==> config.mk <==
export PLATFORM = sky130hd
export DESIGN_NAME = ika9958_st_prog_flat
export DESIGN_NICKNAME = d
export VERILOG_FILES = /design/src/rtl/ika9958_st_prog_pkg.sv /design/src/rtl/ika9958_st_prog_if.sv /design/src/rtl/ika9958_st_prog_srl.sv /design/src/rtl/ika9958_st_prog.sv /design/src/flat_wrapper.sv
export SDC_FILE = /design/constraint.sdc
export NUM_CORES = 1
export LEC_CHECK = 0
export CORE_MARGIN = 4
export CORE_UTILIZATION = 48
export DETAILED_ROUTE_END_ITERATION = 12
export PLACE_DENSITY = 0.79
export SYNTH_ARGS = -nofsm -noshare
export SYNTH_HDL_FRONTEND = slang
export SYNTH_HIERARCHICAL = 1
export SYNTH_SLANG_ARGS = --single-unit
==> constraint.sdc <==
create_clock -name i_phiA -period 3.5 [get_ports i_phiA]
set_input_delay 0.525 -clock i_phiA [delete_from_list [all_inputs] [get_ports i_phiA]]
set_output_delay 0.525 -clock i_phiA [all_outputs]
set_load 0.01 [all_outputs]
==> src/rtl/ika9958_st_prog_pkg.sv <==
// ika9958_st_pkg: shared types and defaults for the programmable screen
// timing generator (ika9958_st_prog).
//   st_hcnt_t / st_vcnt_t : default-width horizontal / vertical counts
//   st_field_e            : interlace field (primary / secondary)
//   ST_HTOTAL_NTSC / ST_VTOTAL_NTSC : NTSC totals (342 clocks x 262 lines)
package ika9958_st_pkg;

  localparam int unsigned ST_HW_DEF   = 9;
  localparam int unsigned ST_VW_DEF   = 9;
  localparam int unsigned ST_ADJW_DEF = 4;

  typedef logic [ST_HW_DEF-1:0] st_hcnt_t;
  typedef logic [ST_VW_DEF-1:0] st_vcnt_t;

  typedef enum logic {
    FIELD_PRI = 1'b0,
    FIELD_SEC = 1'b1
  } st_field_e;

  localparam st_hcnt_t ST_HTOTAL_NTSC = 9'd341;
  localparam st_vcnt_t ST_VTOTAL_NTSC = 9'd261;

  // Field after the last line of a field: alternate when interlaced,
  // otherwise always fall back to the primary field.
  function automatic st_field_e st_field_next(input logic il, input st_field_e f);
    if (!il)              return FIELD_PRI;
    if (f == FIELD_PRI)   return FIELD_SEC;
    return FIELD_PRI;
  endfunction

endpackage

==> src/rtl/ika9958_st_prog_if.sv <==
// ika9958_st_prog_if: register-file programming bus for ika9958_st_prog.
//   master : register file (drives totals, sync/blank windows, IL, adjust,
//            line compare)
//   slave  : timing generator (reads them)
interface ika9958_st_prog_if
  import ika9958_st_pkg::*;
#(
  parameter int HW   = ST_HW_DEF,
  parameter int VW   = ST_VW_DEF,
  parameter int ADJW = ST_ADJW_DEF
);
  logic [HW-1:0]   i_HTOTAL;
  logic [HW-1:0]   i_HS_BEG, i_HS_END;
  logic [HW-1:0]   i_HB_BEG, i_HB_END;
  logic [VW-1:0]   i_VTOTAL;
  logic [VW-1:0]   i_VS_BEG, i_VS_END;
  logic [VW-1:0]   i_VB_BEG, i_VB_END;
  logic            i_IL;
  logic [ADJW-1:0] i_HADJ, i_VADJ;
  logic [VW-1:0]   i_LINE_CMP;

  modport master (
    output i_HTOTAL, i_HS_BEG, i_HS_END, i_HB_BEG, i_HB_END,
           i_VTOTAL, i_VS_BEG, i_VS_END, i_VB_BEG, i_VB_END,
           i_IL, i_HADJ, i_VADJ, i_LINE_CMP
  );
  modport slave (
    input  i_HTOTAL, i_HS_BEG, i_HS_END, i_HB_BEG, i_HB_END,
           i_VTOTAL, i_VS_BEG, i_VS_END, i_VB_BEG, i_VB_END,
           i_IL, i_HADJ, i_VADJ, i_LINE_CMP
  );
endinterface

==> src/rtl/ika9958_st_prog_srl.sv <==
// ika9958_st_prog_srl: one-bit set/reset flag for a sync or blank window.
//   i_clk/i_rst : clock, synchronous active-high reset (to RST_VAL)
//   i_cen       : clock enable
//   i_upd       : flag may change only when high
//   i_set/i_clr : set / clear request; set wins when both are high
//   o_nx        : value the flag takes on the next enabled edge
module ika9958_st_prog_srl
  import ika9958_st_pkg::*;
#(
  parameter logic RST_VAL = 1'b0
) (
  input  logic i_clk,
  input  logic i_rst,
  input  logic i_cen,
  input  logic i_upd,
  input  logic i_set,
  input  logic i_clr,
  output logic o_nx
);
  logic r_q;

  always_comb begin
    o_nx = r_q;
    if (i_upd) begin
      if (i_set)      o_nx = 1'b1;
      else if (i_clr) o_nx = 1'b0;
    end
  end

  always_ff @(posedge i_clk) begin
    if (i_rst)      r_q <= RST_VAL;
    else if (i_cen) r_q <= o_nx;
  end
endmodule

==> src/rtl/ika9958_st_prog.sv <==
// ika9958_st_prog: register-programmable screen timing generator.
//   i_phiA, i_RST, i_CEN : clock, sync active-high reset, pixel enable
//   i_REG                : programming bus (ika9958_st_prog_if.slave)
//   i_HRST_n, i_VRST_n   : genlock resets, used only with
//                          IKA9958_ST_PROG_GENLOCK_EN defined
//   o_HCNT/o_VCNT, o_HPOS/o_VPOS, syncs, blank, DE, field, line tick:
//   all registered one CEN after the counter state that produces them.
module ika9958_st_prog
  import ika9958_st_pkg::*;
#(
  parameter int HW   = ST_HW_DEF,
  parameter int VW   = ST_VW_DEF,
  parameter int ADJW = ST_ADJW_DEF
) (
  input  logic              i_phiA,
  input  logic              i_RST,
  input  logic              i_CEN,
  ika9958_st_prog_if.slave  i_REG,
  input  logic              i_HRST_n,
  input  logic              i_VRST_n,
  output logic [HW-1:0]     o_HCNT,
  output logic [VW-1:0]     o_VCNT,
  output logic [HW-1:0]     o_HPOS,
  output logic [VW-1:0]     o_VPOS,
  output logic              o_HSYNC_n,
  output logic              o_VSYNC_n,
  output logic              o_CSYNC_n,
  output logic              o_BLANK_n,
  output logic              o_DE,
  output logic              o_FIELD,
  output logic              o_LINE_TICK
);
  logic [HW-1:0] r_hcnt, w_hcnt_nx;
  logic [VW-1:0] r_vcnt, w_vcnt_nx;
  st_field_e     r_field, w_field_nx;
  logic [VW-1:0] w_vlast;
  logic          w_hwrap, w_vci, w_vwrap;
  logic [HW:0]   w_htot_p1;
  logic [HW-1:0] w_hhalf;
  logic          w_vupd;
  logic          w_hrst, w_vrst;
  logic [HW-1:0] w_hpos;
  logic [VW-1:0] w_vpos;
  logic          w_hs_nx, w_hb_nx, w_vs_nx, w_vb_nx;

  logic [HW-1:0] r_hcnt_o, r_hpos;
  logic [VW-1:0] r_vcnt_o, r_vpos;
  st_field_e     r_field_o;
  logic          r_hsync_n, r_vsync_n, r_csync_n, r_blank_n, r_de, r_tick;

`ifdef IKA9958_ST_PROG_GENLOCK_EN
  logic [2:0] r_hrst_sh, r_vrst_sh;

  always_ff @(posedge i_phiA) begin
    if (i_RST) begin
      r_hrst_sh <= '1;
      r_vrst_sh <= '1;
    end else if (i_CEN) begin
      r_hrst_sh <= {r_hrst_sh[1:0], i_HRST_n};
      r_vrst_sh <= {r_vrst_sh[1:0], i_VRST_n};
    end
  end

  assign w_hrst = r_hrst_sh[2] & ~r_hrst_sh[1];
  assign w_vrst = r_vrst_sh[2] & ~r_vrst_sh[1];
`else
  logic w_unused_genlock;
  assign w_unused_genlock = i_HRST_n ^ i_VRST_n;
  assign w_hrst = 1'b0;
  assign w_vrst = 1'b0;
`endif

  // >= so a downward reprogram of HTOTAL/VTOTAL recovers on the next wrap.
  assign w_hwrap = (r_hcnt >= i_REG.i_HTOTAL);
  assign w_vci   = (r_hcnt == i_REG.i_HTOTAL);
  assign w_vlast = (i_REG.i_IL && r_field == FIELD_SEC) ? i_REG.i_VTOTAL - VW'(1)
                                                        : i_REG.i_VTOTAL;
  assign w_vwrap = w_vci && (r_vcnt >= w_vlast);

  always_comb begin
    w_hcnt_nx  = w_hwrap ? '0 : r_hcnt + HW'(1);
    w_vcnt_nx  = r_vcnt;
    w_field_nx = r_field;
    if (w_vci) begin
      if (w_vwrap) begin
        w_vcnt_nx  = '0;
        w_field_nx = st_field_next(i_REG.i_IL, r_field);
      end else begin
        w_vcnt_nx  = r_vcnt + VW'(1);
      end
    end
    if (w_hrst) w_hcnt_nx = '0;
    if (w_vrst) begin
      w_hcnt_nx  = '0;
      w_vcnt_nx  = '0;
      w_field_nx = FIELD_PRI;
    end
  end

  always_ff @(posedge i_phiA) begin
    if (i_RST) begin
      r_hcnt  <= '0;
      r_vcnt  <= '0;
      r_field <= FIELD_PRI;
    end else if (i_CEN) begin
      r_hcnt  <= w_hcnt_nx;
      r_vcnt  <= w_vcnt_nx;
      r_field <= w_field_nx;
    end
  end

  // V flags sample once per line; the secondary interlaced field shifts
  // that sample point by half a line.
  assign w_htot_p1 = {1'b0, i_REG.i_HTOTAL} + (HW+1)'(1);
  assign w_hhalf   = w_htot_p1[HW:1];
  assign w_vupd    = (i_REG.i_IL && r_field == FIELD_SEC) ? (r_hcnt == w_hhalf)
                                                          : (r_hcnt == i_REG.i_HS_BEG);

  ika9958_st_prog_srl #(.RST_VAL(1'b0)) u_hs (
    .i_clk(i_phiA), .i_rst(i_RST), .i_cen(i_CEN), .i_upd(1'b1),
    .i_set(r_hcnt == i_REG.i_HS_BEG), .i_clr(r_hcnt == i_REG.i_HS_END), .o_nx(w_hs_nx));
  ika9958_st_prog_srl #(.RST_VAL(1'b1)) u_hb (
    .i_clk(i_phiA), .i_rst(i_RST), .i_cen(i_CEN), .i_upd(1'b1),
    .i_set(r_hcnt == i_REG.i_HB_BEG), .i_clr(r_hcnt == i_REG.i_HB_END), .o_nx(w_hb_nx));
  ika9958_st_prog_srl #(.RST_VAL(1'b0)) u_vs (
    .i_clk(i_phiA), .i_rst(i_RST), .i_cen(i_CEN), .i_upd(w_vupd),
    .i_set(r_vcnt == i_REG.i_VS_BEG), .i_clr(r_vcnt == i_REG.i_VS_END), .o_nx(w_vs_nx));
  ika9958_st_prog_srl #(.RST_VAL(1'b1)) u_vb (
    .i_clk(i_phiA), .i_rst(i_RST), .i_cen(i_CEN), .i_upd(w_vupd),
    .i_set(r_vcnt == i_REG.i_VB_BEG), .i_clr(r_vcnt == i_REG.i_VB_END), .o_nx(w_vb_nx));

  assign w_hpos = r_hcnt + {{(HW-ADJW){i_REG.i_HADJ[ADJW-1]}}, i_REG.i_HADJ};
  assign w_vpos = r_vcnt + {{(VW-ADJW){i_REG.i_VADJ[ADJW-1]}}, i_REG.i_VADJ};

  // Composite outputs are built from the flags' next values so they line
  // up with the flags themselves and keep their own reset levels.
  always_ff @(posedge i_phiA) begin
    if (i_RST) begin
      r_hcnt_o  <= '0;
      r_vcnt_o  <= '0;
      r_hpos    <= '0;
      r_vpos    <= '0;
      r_field_o <= FIELD_PRI;
      r_hsync_n <= 1'b1;
      r_vsync_n <= 1'b1;
      r_csync_n <= 1'b1;
      r_blank_n <= 1'b1;
      r_de      <= 1'b0;
      r_tick    <= 1'b0;
    end else if (i_CEN) begin
      r_hcnt_o  <= r_hcnt;
      r_vcnt_o  <= r_vcnt;
      r_hpos    <= w_hpos;
      r_vpos    <= w_vpos;
      r_field_o <= r_field;
      r_hsync_n <= ~w_hs_nx;
      r_vsync_n <= ~w_vs_nx;
      r_csync_n <= w_vs_nx ? w_hs_nx : ~w_hs_nx;
      r_blank_n <= ~(w_hb_nx | w_vb_nx);
      r_de      <= ~w_hb_nx & ~w_vb_nx;
      r_tick    <= (w_vpos == i_REG.i_LINE_CMP) && (r_hcnt == '0);
    end
  end

  assign o_HCNT      = r_hcnt_o;
  assign o_VCNT      = r_vcnt_o;
  assign o_HPOS      = r_hpos;
  assign o_VPOS      = r_vpos;
  assign o_FIELD     = r_field_o;
  assign o_HSYNC_n   = r_hsync_n;
  assign o_VSYNC_n   = r_vsync_n;
  assign o_CSYNC_n   = r_csync_n;
  assign o_BLANK_n   = r_blank_n;
  assign o_DE        = r_de;
  assign o_LINE_TICK = r_tick;
endmodule

==> src/flat_wrapper.sv <==
// flat-port wrapper written by rule: the top's interface ports become plain ports
module ika9958_st_prog_flat import ika9958_st_pkg::*;
#(
  parameter int HW   = ST_HW_DEF,
  parameter int VW   = ST_VW_DEF,
  parameter int ADJW = ST_ADJW_DEF
)
  (i_phiA, i_RST, i_CEN, i_HRST_n, i_VRST_n, o_HCNT, o_VCNT, o_HPOS, o_VPOS, o_HSYNC_n, o_VSYNC_n, o_CSYNC_n, o_BLANK_n, o_DE, o_FIELD, o_LINE_TICK, i_REG_i_HTOTAL, i_REG_i_HS_BEG, i_REG_i_HS_END, i_REG_i_HB_BEG, i_REG_i_HB_END, i_REG_i_VTOTAL, i_REG_i_VS_BEG, i_REG_i_VS_END, i_REG_i_VB_BEG, i_REG_i_VB_END, i_REG_i_IL, i_REG_i_HADJ, i_REG_i_VADJ, i_REG_i_LINE_CMP);
  ika9958_st_prog_if #(.HW(HW), .VW(VW), .ADJW(ADJW)) i_REG_i ();
  input  logic i_phiA;
  input  logic i_RST;
  input  logic i_CEN;
  input  logic i_HRST_n;
  input  logic i_VRST_n;
  output logic [HW-1:0] o_HCNT;
  output logic [VW-1:0] o_VCNT;
  output logic [HW-1:0] o_HPOS;
  output logic [VW-1:0] o_VPOS;
  output logic o_HSYNC_n;
  output logic o_VSYNC_n;
  output logic o_CSYNC_n;
  output logic o_BLANK_n;
  output logic o_DE;
  output logic o_FIELD;
  output logic o_LINE_TICK;
  input wire logic [$bits(i_REG_i.i_HTOTAL)-1:0] i_REG_i_HTOTAL;
  input wire logic [$bits(i_REG_i.i_HS_BEG)-1:0] i_REG_i_HS_BEG;
  input wire logic [$bits(i_REG_i.i_HS_END)-1:0] i_REG_i_HS_END;
  input wire logic [$bits(i_REG_i.i_HB_BEG)-1:0] i_REG_i_HB_BEG;
  input wire logic [$bits(i_REG_i.i_HB_END)-1:0] i_REG_i_HB_END;
  input wire logic [$bits(i_REG_i.i_VTOTAL)-1:0] i_REG_i_VTOTAL;
  input wire logic [$bits(i_REG_i.i_VS_BEG)-1:0] i_REG_i_VS_BEG;
  input wire logic [$bits(i_REG_i.i_VS_END)-1:0] i_REG_i_VS_END;
  input wire logic [$bits(i_REG_i.i_VB_BEG)-1:0] i_REG_i_VB_BEG;
  input wire logic [$bits(i_REG_i.i_VB_END)-1:0] i_REG_i_VB_END;
  input wire logic [$bits(i_REG_i.i_IL)-1:0] i_REG_i_IL;
  input wire logic [$bits(i_REG_i.i_HADJ)-1:0] i_REG_i_HADJ;
  input wire logic [$bits(i_REG_i.i_VADJ)-1:0] i_REG_i_VADJ;
  input wire logic [$bits(i_REG_i.i_LINE_CMP)-1:0] i_REG_i_LINE_CMP;
  assign i_REG_i.i_HTOTAL = i_REG_i_HTOTAL;
  assign i_REG_i.i_HS_BEG = i_REG_i_HS_BEG;
  assign i_REG_i.i_HS_END = i_REG_i_HS_END;
  assign i_REG_i.i_HB_BEG = i_REG_i_HB_BEG;
  assign i_REG_i.i_HB_END = i_REG_i_HB_END;
  assign i_REG_i.i_VTOTAL = i_REG_i_VTOTAL;
  assign i_REG_i.i_VS_BEG = i_REG_i_VS_BEG;
  assign i_REG_i.i_VS_END = i_REG_i_VS_END;
  assign i_REG_i.i_VB_BEG = i_REG_i_VB_BEG;
  assign i_REG_i.i_VB_END = i_REG_i_VB_END;
  assign i_REG_i.i_IL = i_REG_i_IL;
  assign i_REG_i.i_HADJ = i_REG_i_HADJ;
  assign i_REG_i.i_VADJ = i_REG_i_VADJ;
  assign i_REG_i.i_LINE_CMP = i_REG_i_LINE_CMP;
  ika9958_st_prog #(.HW(HW), .VW(VW), .ADJW(ADJW)) u_core (.i_phiA(i_phiA), .i_RST(i_RST), .i_CEN(i_CEN), .i_REG(i_REG_i), .i_HRST_n(i_HRST_n), .i_VRST_n(i_VRST_n), .o_HCNT(o_HCNT), .o_VCNT(o_VCNT), .o_HPOS(o_HPOS), .o_VPOS(o_VPOS), .o_HSYNC_n(o_HSYNC_n), .o_VSYNC_n(o_VSYNC_n), .o_CSYNC_n(o_CSYNC_n), .o_BLANK_n(o_BLANK_n), .o_DE(o_DE), .o_FIELD(o_FIELD), .o_LINE_TICK(o_LINE_TICK));
endmodule
==> out/metrics.cfg <==
[power_and_ir_drop]
switching_power_uw=508
p_comb_share_pct=22.8
internal_power_uw=1360
ir_worst_vdd_mv=0.265
power_leakage_uw=0.00287
pwr-share-clk_pct=35.0
powerDensity_nw_per_um2=263
finalPower_uw=1870
seqPwrFrac_pct=42.2
power.share.switching_pct=27.2

[floorplan]
ios=156
rows=37
start_util_pct=49.8
core_area_um2=10500
die-width_um=112
dieArea_um2=12600
fp.dieH_um=112

[timing]
finalSetupViolCount=0
setup_ws_ps=209
slew_viol_final=0
fmax_ghz=0.304
rsz0062_at_grt=false
tightest_slew_ps=783
relSlewSlack_pct=47.7
skew_ps=5.35
final-hold-violation-count=0
min_period_over_period_pct=94.0
min_period_ps=3290

[clock_network]
htreeDepth=3
clock_latency_ps=340
cts_resized=0
cts.clk_slew.worst_paths_ps=70
post-cts-setup-buffers=0
cts_inserted_buffers=9
clock-sinks=66
clk_path_buf_depth=2
cts_tree=done
ctsHoldBuffers=0
root_buffer=clkbuf_8

[worst_setup_path]
path_depth=14
cp-end-kind=flip-flop
worst-path-buf-inv=2
crit_chain=clkdlybuf4s50_1, inv_1, ha_1, nand3_1, nor3_1, xnor2_1, ha_1, a21o_1, a21o_1, a21oi_1, o21ai_0, a41oi_1, nand2_1, nor2_1
cp_top_family=compound AO/OA/AOI/OAI gates
rrSetupSlack_ps=540
critPathSlowestCell=clkdlybuf4s50_1
cp-start-kind=input port
crit_path_max_fanout=8
cp.arrival_ps=3560
critPathRequiredTime_ps=3770
path_class=input port to flip-flop
cpPeakStageDelay_ps=470
rr_worst_depth=12

[drt]
antenna_left=0
vias=5145
vias_per_cell=5.54
dr.pass1.iters=4
wl_per_cell_um=16.8
dr.first_iter.drc_count=284
wl_um=15600
drc=0

[cells_and_area]
syn2layout_area_growth_pct=36.3
fin_area_um2=7110
regArea_um2=1320
antenna_cells=0
nFillCells=895
mostFrequentLayoutCells=clkdlybuf4s50_1 (151), xnor2_1 (79), nor2_1 (67), dfxtp_1 (66), nand2_1 (42)
layout_commonest_cell=clkdlybuf4s50_1
drive_gt1_share_pct=6.18
multiInputGateArea_um2=3680
nets=942
final_cells=929

[grt]
grt_pass1_wl_um=25100
grt_usage_pct=24.0
grt_max_degree=48
grt_overflow=0
grt_pass1_vias=5248
antenna_found_initial=0

[logic_synthesis]
ys_types=64
synth-seq-cells=66
synth_edf_count=0
ys_seq_area_share_pct=25.3
synth_cells=637
synth_area_per_cell_um2=8.18
yosysWarnings=6
synth.cell_area_um2=5210
synthFlopType=dfxtp_1
async_flop_share_pct=0

[place]
post-place-ws_ps=-65.5
placed_cells=913
gp_congestion=0.849
portBuffers=153
place_hpwl_um=12000
placement.cell_area_um2=6900

[min_path]
hold_depth=2
hold_path_class=flip-flop to flip-flop

[run_status]
outcome=complete, no violations

[run]
maxCapViolCount=0

[cells by family (layout without fill, tap and decap cells)]
logic type               after synthesis  in the layout  share of synthesized area (%)
flip-flops                            66             66                           25.3
buffers and inverters                 59            208                           4.51
multiplexers                          30             30                           5.78
other                                  1              8                         0.0719
AND/OR/NAND/NOR                      226            226                           21.8
AO/OA/AOI/OAI                         97             97                           12.7
XOR/XNOR                             117            117                           19.7
adder cells (fa/ha/maj)               41             41                           10.1
[state kept, by name, summed over array words and instances, names as in the netlist, 9 cells and up]
| signal | count |
|---|---|
| u_core/r_vcnt | 9 |
| u_core/o_VPOS | 9 |
| u_core/r_hcnt | 9 |
| u_core/o_HCNT | 9 |
| u_core/o_HPOS | 9 |
| u_core/o_VCNT | 9 |
[synth_stat cells (2+ instances only)]
cell | count | area [um^2]
nor4_1 | 17 | 106
nand3_1 | 20 | 100
nor2_1 | 67 | 251
nor3b_1 | 3 | 22.5
nand4_1 | 21 | 131
and2b_1 | 2 | 15.0
dfxtp_1 | 66 | 1320
a22o_2 | 2 | 20.0
clkbuf_1 | 23 | 86.3
nor2b_1 | 3 | 18.8
xnor2_1 | 79 | 692
nor4b_1 | 2 | 17.5
fa_1 | 2 | 40.0
inv_1 | 23 | 86.3
o21a_1 | 4 | 30.0
o21ai_2 | 2 | 17.5
nor3_2 | 2 | 20.0
nand2_1 | 42 | 158
o21ai_0 | 18 | 90.1
nand2b_1 | 5 | 31.3
and2_1 | 2 | 12.5
and3_1 | 11 | 68.8
a22o_1 | 2 | 17.5
buf_2 | 8 | 40.0
or3_1 | 4 | 25.0
nor3_1 | 15 | 75.1
a211o_1 | 5 | 43.8
nand4b_1 | 2 | 17.5
a21o_1 | 9 | 67.6
ha_1 | 39 | 488
buf_1 | 4 | 15.0
o31ai_1 | 3 | 22.5
or2b_1 | 2 | 15.0
xor2_1 | 38 | 333
a21oi_1 | 26 | 130
a211oi_1 | 7 | 52.6
o211ai_1 | 2 | 15.0
mux2i_1 | 29 | 290
[final timing paths]
path	start	to
max reg2reg	u_core/r_field$_SDFFE_PP0P_	u_core/r_vcnt[8]$_SDFFE_PP0P_
max	i_REG_i_VTOTAL[0]	u_core/r_vcnt[8]$_SDFFE_PP0P_
min reg2reg	u_core/o_VPOS[6]$_SDFFE_PP0P_	u_core/o_VPOS[6]$_SDFFE_PP0P_
min	u_core/o_VPOS[6]$_SDFFE_PP0P_	u_core/o_VPOS[6]$_SDFFE_PP0P_
[worst reg2reg max path: stages (launching register included)]
cell and delay [ps]:
dfxtp_1 400, nand2_1 110, nor4_1 410, nand2b_1 140
nor2_1 140, xnor2_1 150, ha_1 270, a21o_1 160
a21oi_1 130, o21ai_0 130, a41oi_1 390, nand2_1 280
nor2_1 180
[metal layers]
layer  GRT usage [%]  up-vias  wire length (um)  share of wire (%)
met3            3.94       41               736                4.7
met1            29.1     2412              6630                 43
met2            42.2      170              7670                 49
met4            9.86        0               544                3.5
met5               0        -                 0                  0
li1                -     2522                 -                  -
[power groups by stage]
stage	clock (uW)	combinational, uW	sequential (uW)
5_1_grt	703	462	791
3_3_place_gp	0	409	804
4_1_cts	664	425	788
6_report	655	426	788
3_5_place_dp	0	421	805
2_1_floorplan	0	199	804
[layout make-up]
class | instances | share of cell area (%)
flip-flops and latches | 66 | 18.6
clock buffers | 10 | 1.94
inverters | 23 | 1.21
well taps | 136 | 2.39
repair buffers | 169 | 23.1
multi-input cells | 519 | 51.8
clock inverters | 6 | 0.933
[per-stage QoR]
| step | hold slack (ps) | TNS (ps) | util (%) |
|---|---|---|---|
| after detailed placement | 459 | -238 | 66.0 |
| final | 470 | 0 | 67.9 |
| after global routing | 483 | 0 | 67.9 |
| after global placement | 444 | 0 | 66.0 |
| after floorplan | 436 | 0 | - |
| after CTS | 467 | 0 | 67.9 |
Note: power is estimated with default switching activity, not from simulation.
